<file path="src/rtl/pqr5_core_pkg.sv">
// Shared constants and types for the pqr5 core data-memory responder.
// Defines `XLEN (default 32) when the build does not supply it.
// Optional feature macro used by dmem_resp_unit: DMEM_MISALIGN_CHK_EN.
`ifndef XLEN
`define XLEN 32
`endif

package pqr5_core_pkg;

    localparam int XLEN = `XLEN;

    // Access size encodings (3 is treated as WORD)
    localparam logic [1:0] BYTE  = 2'd0;
    localparam logic [1:0] HWORD = 2'd1;
    localparam logic [1:0] WORD  = 2'd2;

    // Command encodings
    localparam logic LOAD  = 1'b0;
    localparam logic STORE = 1'b1;

    typedef enum logic [1:0] {
        IDLE   = 2'd0,
        ACCESS = 2'd1,
        WAIT   = 2'd2
    } dmem_resp_state_e;

    // HWORD on an odd byte, or WORD (and size 3) off a word boundary
    function automatic logic is_misaligned(input logic [1:0] size, input logic [1:0] off);
        logic res;
        case (size)
            BYTE:    res = 1'b0;
            HWORD:   res = off[0];
            default: res = (off != 2'b00);
        endcase
        return res;
    endfunction

endpackage

</file>
<file path="src/rtl/dmem_lane_align.sv">
// Byte-lane helper: byte enables for an incoming command and
// right-aligned, zero-extended extraction of RAM read data.
module dmem_lane_align
    import pqr5_core_pkg::*;
(
    input  logic [1:0]        i_cmd_size,
    input  logic [1:0]        i_cmd_off,
    input  logic [1:0]        i_rsp_size,
    input  logic [1:0]        i_rsp_off,
    input  logic [`XLEN-1:0]  i_rdata,
    output logic [3:0]        o_be,
    output logic [`XLEN-1:0]  o_rdata
);

    logic [`XLEN-1:0] w_sh;

    // Byte enables; HWORD at offset 3 truncates to the top lane only
    always_comb begin
        o_be = 4'b1111;
        case (i_cmd_size)
            BYTE:    o_be = 4'b0001 << i_cmd_off;
            HWORD:   o_be = 4'b0011 << i_cmd_off;
            default: o_be = 4'b1111;
        endcase
    end

    // Read extract: shift the addressed lane down, zero-extend; WORD is unshifted
    always_comb begin
        w_sh    = i_rdata >> {i_rsp_off, 3'b000};
        o_rdata = i_rdata;
        case (i_rsp_size)
            BYTE:    o_rdata = {{(`XLEN-8){1'b0}}, w_sh[7:0]};
            HWORD:   o_rdata = {{(`XLEN-16){1'b0}}, w_sh[15:0]};
            default: o_rdata = i_rdata;
        endcase
    end

endmodule

</file>
<file path="src/rtl/dmem_resp_unit.sv">
// Data-memory responder: accepts load/store commands, drives a synchronous
// single-port RAM and returns one response strobe per command.
// Optional feature macro: DMEM_MISALIGN_CHK_EN (reject misaligned accesses
// with an immediate error response instead of a truncated RAM access).
module dmem_resp_unit
    import pqr5_core_pkg::*;
#(
    parameter int ADDR_W = 12,
    parameter int RD_LAT = 1
)(
    input  logic               clk,
    input  logic               aresetn,
    input  logic               i_mem_cmd,
    input  logic [`XLEN-1:0]   i_mem_addr,
    input  logic [1:0]         i_mem_size,
    input  logic [`XLEN-1:0]   i_mem_data,
    input  logic               i_bubble,
    output logic               o_stall,
    output logic               o_ram_en,
    output logic [3:0]         o_ram_we,
    output logic [ADDR_W-1:0]  o_ram_addr,
    output logic [`XLEN-1:0]   o_ram_wdata,
    input  logic [`XLEN-1:0]   i_ram_rdata,
    output logic               o_rsp_valid,
    output logic               o_rsp_is_load,
    output logic [`XLEN-1:0]   o_rsp_data,
    output logic               o_misalign_err
);

    localparam int              CNT_W    = $clog2(RD_LAT + 1);
    localparam logic [CNT_W-1:0] CNT_LAST = CNT_W'(RD_LAT);
    localparam logic [CNT_W-1:0] CNT_ONE  = CNT_W'(1);

    dmem_resp_state_e   r_state;
    dmem_resp_state_e   w_next_state;
    logic [CNT_W-1:0]   r_cnt;
    logic               r_is_load;
    logic [1:0]         r_size;
    logic [1:0]         r_off;

    logic               r_stall;
    logic               r_ram_en;
    logic [3:0]         r_ram_we;
    logic [ADDR_W-1:0]  r_ram_addr;
    logic [`XLEN-1:0]   r_ram_wdata;
    logic               r_rsp_valid;
    logic               r_rsp_is_load;
    logic [`XLEN-1:0]   r_rsp_data;
    logic               r_misalign_err;

    logic               w_accept;
    logic               w_misalign;
    logic               w_last_wait;
    logic [3:0]         w_be;
    logic [`XLEN-1:0]   w_rd_aligned;
    logic               w_addr_unused;

    // Byte address bits above the RAM word address wrap and are not decoded
    assign w_addr_unused = ^i_mem_addr[`XLEN-1:ADDR_W+2];

    assign w_accept    = (r_state == IDLE) && !i_bubble;
    assign w_last_wait = (r_state == WAIT) && (r_cnt == CNT_LAST);

`ifdef DMEM_MISALIGN_CHK_EN
    assign w_misalign = is_misaligned(i_mem_size, i_mem_addr[1:0]);
`else
    assign w_misalign = 1'b0;
`endif

    dmem_lane_align u_lane_align (
        .i_cmd_size (i_mem_size),
        .i_cmd_off  (i_mem_addr[1:0]),
        .i_rsp_size (r_size),
        .i_rsp_off  (r_off),
        .i_rdata    (i_ram_rdata),
        .o_be       (w_be),
        .o_rdata    (w_rd_aligned)
    );

    // FSM state register
    always_ff @(posedge clk or negedge aresetn) begin
        if (!aresetn) begin
            r_state <= IDLE;
        end else begin
            r_state <= w_next_state;
        end
    end

    // Next-state decode; a misaligned command is answered without leaving IDLE
    always_comb begin
        w_next_state = r_state;
        case (r_state)
            IDLE: begin
                if (w_accept && !w_misalign) begin
                    w_next_state = ACCESS;
                end else begin
                    w_next_state = IDLE;
                end
            end
            ACCESS: begin
                if (r_is_load) begin
                    w_next_state = WAIT;
                end else begin
                    w_next_state = IDLE;
                end
            end
            WAIT: begin
                if (w_last_wait) begin
                    w_next_state = IDLE;
                end else begin
                    w_next_state = WAIT;
                end
            end
            default: w_next_state = IDLE;
        endcase
    end

    // Command capture, RAM drive, read-latency counter and response registers
    always_ff @(posedge clk or negedge aresetn) begin
        if (!aresetn) begin
            r_cnt          <= '0;
            r_is_load      <= 1'b0;
            r_size         <= 2'b00;
            r_off          <= 2'b00;
            r_stall        <= 1'b0;
            r_ram_en       <= 1'b0;
            r_ram_we       <= 4'b0000;
            r_ram_addr     <= '0;
            r_ram_wdata    <= '0;
            r_rsp_valid    <= 1'b0;
            r_rsp_is_load  <= 1'b0;
            r_rsp_data     <= '0;
            r_misalign_err <= 1'b0;
        end else begin
            r_stall        <= (w_next_state != IDLE);
            r_ram_en       <= 1'b0;
            r_ram_we       <= 4'b0000;
            r_rsp_valid    <= 1'b0;
            r_misalign_err <= 1'b0;
            case (r_state)
                IDLE: begin
                    if (w_accept) begin
                        r_is_load <= (i_mem_cmd == LOAD);
                        r_size    <= i_mem_size;
                        r_off     <= i_mem_addr[1:0];
                        if (w_misalign) begin
                            r_rsp_valid    <= 1'b1;
                            r_misalign_err <= 1'b1;
                            r_rsp_is_load  <= (i_mem_cmd == LOAD);
                            r_rsp_data     <= '0;
                        end else begin
                            r_ram_en    <= 1'b1;
                            r_ram_we    <= (i_mem_cmd == LOAD) ? 4'b0000 : w_be;
                            r_ram_addr  <= i_mem_addr[ADDR_W+1:2];
                            r_ram_wdata <= i_mem_data;
                        end
                    end
                end
                ACCESS: begin
                    r_cnt <= CNT_ONE;
                    if (!r_is_load) begin
                        r_rsp_valid   <= 1'b1;
                        r_rsp_is_load <= 1'b0;
                        r_rsp_data    <= '0;
                    end
                end
                WAIT: begin
                    if (w_last_wait) begin
                        r_rsp_valid   <= 1'b1;
                        r_rsp_is_load <= 1'b1;
                        r_rsp_data    <= w_rd_aligned;
                    end else begin
                        r_cnt <= r_cnt + CNT_ONE;
                    end
                end
                default: begin
                    r_cnt <= '0;
                end
            endcase
        end
    end

    assign o_stall        = r_stall;
    assign o_ram_en       = r_ram_en;
    assign o_ram_we       = r_ram_we;
    assign o_ram_addr     = r_ram_addr;
    assign o_ram_wdata    = r_ram_wdata;
    assign o_rsp_valid    = r_rsp_valid;
    assign o_rsp_is_load  = r_rsp_is_load;
    assign o_rsp_data     = r_rsp_data;
    assign o_misalign_err = r_misalign_err;

endmodule

</file>
<file path="config.mk">
export PLATFORM = sky130hd
export DESIGN_NAME = dmem_resp_unit
export DESIGN_NICKNAME = d
export VERILOG_FILES = /design/src/rtl/pqr5_core_pkg.sv /design/src/rtl/dmem_lane_align.sv /design/src/rtl/dmem_resp_unit.sv
export SDC_FILE = /design/constraint.sdc
export NUM_CORES = 1
export LEC_CHECK = 0
export CAP_MARGIN = 30
export CORE_ASPECT_RATIO = 1.2
export CORE_MARGIN = 5
export CORE_UTILIZATION = 46
export CTS_BUF_LIST = sky130_fd_sc_hd__clkbuf_4 sky130_fd_sc_hd__clkbuf_8
export DETAILED_ROUTE_END_ITERATION = 6
export HOLD_SLACK_MARGIN = 0.02
export MAX_ROUTING_LAYER = met4
export PLACE_DENSITY_LB_ADDON = 0.12
export REMOVE_ABC_BUFFERS = 1
export SLEW_MARGIN = 30
export SYNTH_ARGS = -nofsm -noshare
export SYNTH_HDL_FRONTEND = slang
export SYNTH_SLANG_ARGS = --single-unit
</file>
<file path="constraint.sdc">
create_clock -name clk -period 3.5 [get_ports clk]
set_input_delay 0.35 -clock clk [delete_from_list [all_inputs] [get_ports clk]]
set_output_delay 0.35 -clock clk [all_outputs]
set_load 0.02 [all_outputs]
</file>
; ---- Yosys cells after proc, flatten, opt, wreduce, memory -nomap -nowiden
; Cells that the tools add are included.
[totals]
elab_cells = 59
register_bits = 92
ram_bits = 0
latchBits = 0
romBits = 0
input_bits = 102
memories = 0
[op_classes]
shifts = 3
n_reduce_logical = 11
n_lt_le_gt_ge = 0
multipliers = 0
div_mod_pow = 0
muxes = 22
eq_ne = 7
addsub = 1
n_bitwise = 2
[ops]
columns = operator, n
row1 = case mux 32 bit (2 select lines), 2
row2 = two-way mux 32 bit, 2
row3 = right shift 32 x 5 -> 16 bit, 1
row4 = two-way mux 4 bit, 3
row5 = two-way mux 1 bit, 8
row6 = case mux 4 bit (2 select lines), 1
row7 = == test 2 x 1 -> 1 bit (second input constant), 3
row8 = logical NOT 2 bit, 3
row9 = inequality test 2 bit (second input constant), 3
row10 = case mux 2 bit (3 select lines), 1
row11 = two-way mux 2 bit, 2
row12 = case mux 1 bit (2 select lines), 2
row13 = AND reduction 2 bit, 2
row14 = nonzero test 2 bit, 2
row15 = << shifter 1 x 2 -> 4 bit (first input constant), 1
row16 = << shifter 2 x 2 -> 4 bit (first input constant), 1
row17 = case mux 1 bit (3 select lines), 1
row18 = AND reduction 3 bit, 1
row19 = == test 2 bit (second input constant), 1
row20 = logical AND 1 bit, 2
row21 = NOT 1 bit, 2
row22 = adder 1 bit (second input constant), 1
row23 = logical NOT 1 bit, 1

; ---- Logic depth before layout (Yosys ltp)
; Gate-level depths: netlist of run 1.
[depth]
depth_word = 5
ltp_mapped = 9

; ---- Modules after synthesis
; Synthesis of run 1 repeated with hierarchy kept, for this count alone.
[unflattened]
cells_unflattened = 408
area_unflattened_um2 = 4067.7
[by_module_without_submodules]
columns = mod, cells_per_inst, instances, area_each_um2, seq_area_each_um2
row1 = dmem_resp_unit, 317, 1, 3439.5, 2302.2
row2 = dmem_lane_align, 91, 1, 628.1, 0.0

; ---- Worst setup path after synthesis of run 1
; OpenSTA, ideal clock, no wires.
[synth_path]
path_type = flip-flop to flip-flop
start = reg r_state[0]
end = reg r_rsp_data[16] (netlist: o_rsp_data[16])
path_buffers = 3
path_stages_with_launch = 8
t_required_ps = 3379
slack_ps = 1650
t_arrival_ps = 1730
synth_period_minus_slack_ps = 1850
path_cell_list = dfrtp_1 > ha_1 > and2_4 > buf_6 > or3_1 > buf_6 > buf_6 > a22o_1
[synth_via]
elab_chain_cells = 4
word_cells_on_any_way = 8
[synth_rtl]
columns = element, line_no
row1 = from (decl), dmem_resp_unit.sv:34  ; dmem_resp_state_e r_state;
row2 = from (signal assigned), dmem_resp_unit.sv:85  ; r_state <= w_next_state;
row3 = == test 2 bit, "dmem_resp_unit.sv:62, dmem_resp_unit.sv:140"
row4 = logical AND 1 bit, dmem_resp_unit.sv:62  ; assign w_last_wait = (r_state == WAIT) && (r_cnt == CNT_LAST);
row5 = inequality test 2 bit (no line), -
row6 = AND reduction 3 bit (no line), -
row7 = to (signal assigned), dmem_resp_unit.sv:171  ; r_rsp_data <= w_rd_aligned;
row8 = to (decl), dmem_resp_unit.sv:48  ; logic [`XLEN-1:0] r_rsp_data;
; Parallel ways exist; a longest one is shown, timed or not.
; A chain may end at the register's enable or synchronous reset.

; ---- Worst setup path after layout of run 1
[layout_path]
start = reg r_state[1]
end = reg r_rsp_data[21] (netlist: o_rsp_data[21])
; The elaborated chain is that of the path after synthesis.

==> results of run 1 <==
-- final timing paths --
| path | slack, ns | cells after the start | end |
|---|---|---|---|
| setup / recovery | 1.39 | 5 | o_rsp_data[21]$_DFFE_PN0P_ |
| hold / removal | 0.44 | 2 | o_rsp_data[28]$_DFFE_PN0P_ |
| setup reg to reg | 1.39 | 5 | o_rsp_data[21]$_DFFE_PN0P_ |
| hold reg to reg | 0.48 | 2 | o_ram_wdata[8]$_DFFE_PN0P_ |
| max in group asynchronous | 2.25 | 3 | o_ram_wdata[6]$_DFFE_PN0P_ |
| min in group clk | 0.48 | 2 | o_ram_wdata[8]$_DFFE_PN0P_ |
-- stage by stage --
| step | hold WS (ns) | power (W) |
|---|---|---|
| 6_report | 0.443 | 0.00484 |
| 5_1_grt | 0.440 | 0.00517 |
| 4_1_cts | 0.420 | 0.00488 |
| 3_5_place_dp | 0.264 | 0.00415 |
| 3_3_place_gp | 0.261 | 0.00408 |
| 2_1_floorplan | 0.0544 | 0.00297 |
-- power by group through the flow --
stage	clock network (W)	registers [W]	logic [W]
3_3_place_gp	0	0.00178	0.00230
3_5_place_dp	0	0.00181	0.00234
4_1_cts	0.000735	0.00179	0.00236
6_report	0.000715	0.00179	0.00233
2_1_floorplan	0	0.00220	0.000770
5_1_grt	0.000780	0.00186	0.00253
-- critical path, cell delays in order (launching register included) --
cell,delay (ns)
dfrtp_1,0.37
inv_1,0.07
ha_1,0.23
and2_4,0.20
or3_2,0.78
a22o_1,0.34
-- kinds of logic (layout without fill, tap and decap cells) --
kind of cell    count (synthesis)  after routing
other cells                     1              1
flops                          92             92
simple gates                  204            204
mux                             8              8
fa+ha+maj                       4              4
buf+inv                        44            202
compound gates                 67             67
-- flip-flops by register name (all words and copies together) (netlist names) --
| signal | flops |
|---|---|
| o_ram_wdata | 32 |
| o_rsp_valid | 1 |
| r_size | 2 |
| o_rsp_is_load | 1 |
| r_off | 2 |
| r_cnt | 1 |
| o_stall | 1 |
| o_ram_en | 1 |
| r_state | 2 |
| o_ram_we | 4 |
| r_is_load | 1 |
| o_rsp_data | 32 |
| o_ram_addr | 12 |
-- synthesized netlist by cell type, drive strengths merged --
| library cell | number | area share, % |
|---|---|---|
| nor2b | 1 | 0.15 |
| o21bai | 2 | 0.37 |
| nand3b | 3 | 0.55 |
| buf | 15 | 2.6 |
| or3 | 1 | 0.15 |
| o31a | 1 | 0.22 |
| a2111oi | 1 | 0.22 |
| nor2 | 10 | 0.92 |
| ha | 4 | 1.2 |
| and2 | 1 | 0.22 |
| a22o | 16 | 3.5 |
| o2111ai | 7 | 1.5 |
| mux2i | 8 | 2.0 |
| nand2b | 20 | 3.1 |
| o221ai | 8 | 1.7 |
| nand3 | 7 | 0.86 |
| a21boi | 1 | 0.19 |
| clkbuf | 14 | 1.3 |
| nor3b | 1 | 0.31 |
| a211oi | 1 | 0.19 |
| a211o | 1 | 0.22 |
| o21ai | 4 | 0.49 |
| conb | 1 | 0.092 |
| o21a | 1 | 0.19 |
| inv | 15 | 1.4 |
| a32o | 15 | 3.7 |
| a21oi | 8 | 0.99 |
| nand2 | 160 | 15 |
| o21ba | 1 | 0.25 |
| dfrtp | 92 | 57 |
-- layer usage --
| metal | part of all wire, % | wire length (um) | GRT usage [%] |
|---|---|---|---|
| met5 | 0 | 0 | - |
| met4 | 1.4 | 162 | 7.31 |
| met3 | 8.9 | 1020 | 6.25 |
| met2 | 49 | 5510 | 36.2 |
| met1 | 41 | 4660 | 27.7 |
-- what timing repair did --
action / CTS / global route
hold endpoints to repair: 22 / 0
hold buffers: 1 / 0
resized for setup: 0 / 0
-- layout make-up --
| class | instances | area share [%] |
|---|---|---|
| clock buffer | 12 | 2.66 |
| clock inverter | 2 | 0.587 |
| inverter | 15 | 0.943 |
| multi-input combinational | 284 | 26.0 |
| sequential | 92 | 38.6 |
| tap | 117 | 2.45 |
| timing repair buffer | 173 | 28.8 |
==> run summary, run 1 <==
largest family of logic cells by synthesized area = simple AND/OR/NAND/NOR gates
Max clock buf depth = 2
dpl cells = 680
Final Hold Fails = 0
Syn-to-layout area delta = 47.1%
wire per inst = 16.3 um
Leak = 2.80 nW
DIE WIDTH = 95.8 um
Power Internal = 0.00291 W
clock slew at reported path FFs = 0.09 ns
DP HPWL = 8160 um
first-pass iteration count of the detailed router = 4
Top Ports = 187
final wirelength = 11300 um
sequential-to-total area share from yosys stat = 56.7%
count of non-filler cells in the finished layout = 695
GRT overflow = 0
vias in the first global route = 3886
CTS Root Buffer Type = clkbuf_8
Mapped Cells = 420
clk sinks = 92
switching share of power = 39.9%
Adder-Cell Fraction of Synth Area = 1.23%
Post-Route Skew = 0.00983 ns
critical path startpoint = r_state[1]$_DFF_PN0_
status = completed
critical path peak fanout = 31
number of cell rows = 37
placed inst area = 0.00577 mm^2
kind of critical path = flip-flop to flip-flop
Setup crit end kind = flip-flop
xor/xnor share of the synthesized area = 0%
fin util = 69.3%
final instance area = 0.00597 mm^2
DP Worst Slack = 1.39 ns
share of cells above drive strength 1 = 4.67%
pwr/cell area = 810 mW/mm^2
post-route clock period utilization = 60.3%
vias = 3605
RSZ-0062 raised after global routing = no
#FFs+latches synth = 92
Iteration-0 DRC Markers = 167
DRC errors left = 0
Worst-Margin Slew = 0.893 ns
headroom to the max-slew limit = 40.4%
GRT Total Usage = 22.6%
simple-gate share of the synthesized area = 21.1%
post-layout minimum cycle time = 2.11 ns
distinct cell type count after synthesis = 34
total CTS buffers = 9
FF-to-FF Start = r_state[1]$_DFF_PN0_
antenna diode count = 0
Port Buffers = 167
Die Y = 113 um
register area = 0.00230 mm^2
# Post-CTS Setup Buffers = 0
Worst setup SP type = flip-flop
commonest non-fill, non-tap cell in the layout = clkdlybuf4s50_1
setup ws final = 1.39 ns
Max Cap Viol = 0
Via-to-Cell Ratio = 5.19
mux cell area share after synthesis = 1.97%
antenna violations before repair = 0
synthesized area per cell = 9.66 um^2
Final nets = 681
final setup violating endpoints = 0
synthesized area = 0.00406 mm^2
CP arrival = 2.35 ns
htree depth = 3
Final Wtd Congestion = 0.868
largest net degree at the start of global routing = 53
initial core utilization = 47.1%
Worst VDD drop = 0.000477 V
switching pwr = 0.00193 W
CTS tree = yes
Hold Crit Class = input pin to asynchronous set/reset pin
antenna-violating nets left = 0
required time of the critical path = 3.74 ns
Die Area = 0.0108 mm^2
Max Slew Vio Count = 0
post-route setup TNS = 0 ns
clock share of power = 14.8%
synth warn = 0
Peak Freq = 474 MHz
area occupied by multi-input gates = 0.00155 mm^2
Core ar. = 0.00861 mm^2
most frequent cells in the layout = clkdlybuf4s50_1 (166), nand2_1 (160), dfrtp_1 (91)
first-pass GRT wire length = 18700 um
fill cell count = 714
sequential share of power = 37.1%
Synth Area in Compound Gates = 13.7%
Logic pwr share = 48.2%
Worst-Skew Late Latency = 0.35 ns
Power figures use the tool's default switching activity.
==> inputs of run 2 (changes only) <==
--- a/config.mk
+++ b/config.mk
@@ -8,7 +8,7 @@
 export CAP_MARGIN = 30
 export CORE_ASPECT_RATIO = 1.2
 export CORE_MARGIN = 5
-export CORE_UTILIZATION = 46
+export CORE_UTILIZATION = 39
 export CTS_BUF_LIST = sky130_fd_sc_hd__clkbuf_4 sky130_fd_sc_hd__clkbuf_8
 export DETAILED_ROUTE_END_ITERATION = 6
 export HOLD_SLACK_MARGIN = 0.02
==> constraint.sdc (replaced) <==
create_clock -name clk -period 1.7 [get_ports clk]
set_input_delay 0.17 -clock clk [delete_from_list [all_inputs] [get_ports clk]]
set_output_delay 0.17 -clock clk [all_outputs]
set_load 0.02 [all_outputs]
==> run summary, run 2 (synthesis gave the netlist of run 1 again) <==
antenna-violating nets left = 0 (unchanged)
total CTS buffers = 9 (unchanged)
CTS Root Buffer Type = clkbuf_8 (unchanged)
Port Buffers = 167 (unchanged)
largest net degree at the start of global routing = 53 (unchanged)
Iteration-0 DRC Markers = 116 (was 167)
CP max stage cell = dfrtp_1 (was or3_2)
Critical path destination = o_rsp_data[31]$_DFFE_PN0P_ (was o_rsp_data[21]$_DFFE_PN0P_)
antenna diode count = 0 (unchanged)
GRT Total Usage = 19.9% (was 22.6%)
FF-to-FF Start = r_state[1]$_DFF_PN0_ (unchanged)
Logic pwr share = 53.5% (was 48.2%)
DIE WIDTH = 103 um (was 95.8 um)
CP peak stage delay = 0.41 ns (was 0.78 ns)
Hold Crit Class = input pin to asynchronous set/reset pin (unchanged)
htree depth = 3 (unchanged)
Post-Route Skew = 0.0131 ns (was 0.00983 ns)
overall power = 0.0111 W (was 0.00484 W)
crit-path cells = inv_2, ha_4, and2_4, buf_6, or3_4, buf_6, buf_16, a22o_1 (was inv_1, ha_1, and2_4, or3_2, a22o_1)
Worst VDD drop = 0.000779 V (was 0.000477 V)
commonest non-fill, non-tap cell in the layout = clkdlybuf4s50_1 (unchanged)
Setup crit end kind = flip-flop (unchanged)
RSZ-0062 raised after global routing = yes (was no)
setup ws final = -0.150 ns (was 1.39 ns)
status = finished with violations (was completed)
Syn-to-layout area delta = 58.1% (was 47.1%)
clock share of power = 15.1% (was 14.8%)
worst hold slack = 0.330 ns (was 0.443 ns)
Peak Freq = 541 MHz (was 474 MHz)
switching share of power = 38.2% (was 39.9%)
Max Slew Vio Count = 0 (unchanged)
switching pwr = 0.00425 W (was 0.00193 W)
most used cell, CP = buf_6
Max Cap Viol = 0 (unchanged)
failing checks = setup timing
Die Y = 122 um (was 113 um)
number of cell rows = 40 (was 37)
vias in the first global route = 3837 (was 3886)
DP HPWL = 8350 um (was 8160 um)
CP arrival = 2.11 ns (was 2.35 ns)
antenna violations before repair = 0 (unchanged)
first-pass iteration count of the detailed router = 4 (unchanged)
sequential share of power = 31.4% (was 37.1%)
kind of critical path = flip-flop to flip-flop (unchanged)
Final nets = 708 (was 681)
Final Hold Fails = 0 (unchanged)
Top Ports = 187 (unchanged)
first-pass GRT wire length = 19100 um (was 18700 um)
Leak = 3.01 nW (was 2.80 nW)
Worst setup SP type = flip-flop (unchanged)
most frequent cells in the layout = clkdlybuf4s50_1 (166), nand2_1 (160), dfrtp_1 (92) (was clkdlybuf4s50_1 (166), nand2_1 (160), dfrtp_1 (91))
share of cells above drive strength 1 = 9.90% (was 4.67%)
post-layout minimum cycle time = 1.85 ns (was 2.11 ns)
Final Wtd Congestion = 0.778 (was 0.868)
Power Internal = 0.00687 W (was 0.00291 W)
critical path peak fanout = 8 (was 31)
initial core utilization = 40.1% (was 47.1%)
required time of the critical path = 1.96 ns (was 3.74 ns)
Max clock buf depth = 2 (unchanged)
Worst R2R End = o_rsp_data[31]$_DFFE_PN0P_ (was o_rsp_data[21]$_DFFE_PN0P_)
GRT overflow = 0 (unchanged)
CTS tree = yes (unchanged)
Via-to-Cell Ratio = 5.05 (was 5.19)
pwr/cell area = 1730 mW/mm^2 (was 810 mW/mm^2)
DRC errors left = 0 (unchanged)
clk sinks = 92 (unchanged)
Die Area = 0.0126 mm^2 (was 0.0108 mm^2)
post-route clock period utilization = 109% (was 60.3%)
flop-to-flop setup slack = -0.15 ns (was 1.39 ns)
R2R depth = 8 (was 5)
final wirelength = 11800 um (was 11300 um)
Worst-Skew Late Latency = 0.36 ns (was 0.35 ns)
Core ar. = 0.0101 mm^2 (was 0.00861 mm^2)
vias = 3697 (was 3605)
clock slew at reported path FFs = 0.09 ns (about the same)
critical path startpoint = r_state[1]$_DFF_PN0_ (unchanged)
final setup violating endpoints = 31 (was 0)
wire per inst = 16.2 um (was 16.3 um)
-- run 2: worst min-delay path by stage --
stage,depth (start not counted),end,startpoint,slack [ns]
CTS,3,o_ram_wdata[26]$_DFFE_PN0P_,i_mem_data[26],0.31
finish,2,o_ram_wdata[21]$_DFFE_PN0P_,aresetn,0.33
detailed placement,1,o_ram_wdata[0]$_DFFE_PN0P_,aresetn,0.13
global placement,1,o_ram_wdata[0]$_DFFE_PN0P_,aresetn,0.13
floorplan,0,o_ram_addr[0]$_DFFE_PN0P_,aresetn,-0.13
global route,3,o_ram_wdata[25]$_DFFE_PN0P_,i_mem_data[25],0.31
-- run 2: stage by stage --
stage / TNS [ns] / cell area, um^2 / util, % / setup WS, ns / instances
finish: -4.19 / 6420 / 63.5 / -0.150 / 732
global route: -5.74 / 6420 / 63.5 / -0.198 / 732
CTS: -3.64 / 6390 / 63.2 / -0.125 / 729
detailed placement: -5.06 / 5970 / 59.0 / -0.186 / 705
global placement: -6.71 / 5960 / 59.0 / -0.293 / 705
floorplan: -45.46 / 3900 / - / -0.869 / 391
-- run 2: cell type report --
cell class	count	area, um^2
Sequential cell	92	2300
Clock inverter	3	68.8
Fill cell	831	3690
Tap cell	126	158
Multi-Input combinational cell	284	1590
Inverter	15	56.3
Timing Repair Buffer	200	2080
Clock buffer	12	159
-- run 2: power by group through the flow --
| stage | combinational [W] | clock (W) | sequential [W] |
|---|---|---|---|
| finish | 0.00595 | 0.00167 | 0.00349 |
| detailed placement | 0.00539 | 0 | 0.00352 |
| global route | 0.00640 | 0.00180 | 0.00362 |
| global placement | 0.00532 | 0 | 0.00348 |
| floorplan | 0.00159 | 0 | 0.00454 |
| CTS | 0.00594 | 0.00173 | 0.00350 |
-- run 2: worst max-delay path: cells and delay by family (launching register included) --
kind                       cells  cell delay [ns]
and+or+nand+nor                2             0.48
buffers and inverters          4             0.46
DFF                            1             0.41
AOI/OAI and AO/OA              1             0.22
adders and majority gates      1             0.16
-- run 2: timing repair --
item / CTS / global route
setup buffers: 6 / 3
hold buffers: 1 / 0
resized for setup: 15 / 3
setup endpoints to repair: 31 / 32
pin swaps: 20 / 4
endpoints found under the hold margin: 27 / 0
gates cloned: 3 / 0
-- run 2: per-layer routing --
metal  vias to the layer above  global-route usage [%]  part of all wire, %
met4                         0                    8.10                  2.0
met5                         -                       -                    0
li1                       1765                       -                    -
met3                        18                    5.44                  9.1
met1                      1746                    24.5                   42
met2                       168                    30.8                   47
==> inputs of run 3 (changes only) <==
--- a/config.mk
+++ b/config.mk
@@ -10,6 +10,7 @@
 export CORE_MARGIN = 5
 export CORE_UTILIZATION = 39
 export CTS_BUF_LIST = sky130_fd_sc_hd__clkbuf_4 sky130_fd_sc_hd__clkbuf_8
+export CTS_CLUSTER_DIAMETER = 60
 export DETAILED_ROUTE_END_ITERATION = 6
 export HOLD_SLACK_MARGIN = 0.02
 export MAX_ROUTING_LAYER = met4
==> results of run 3 <==
Same layout as run 2: the final DEF is identical, and so are final timing and power.
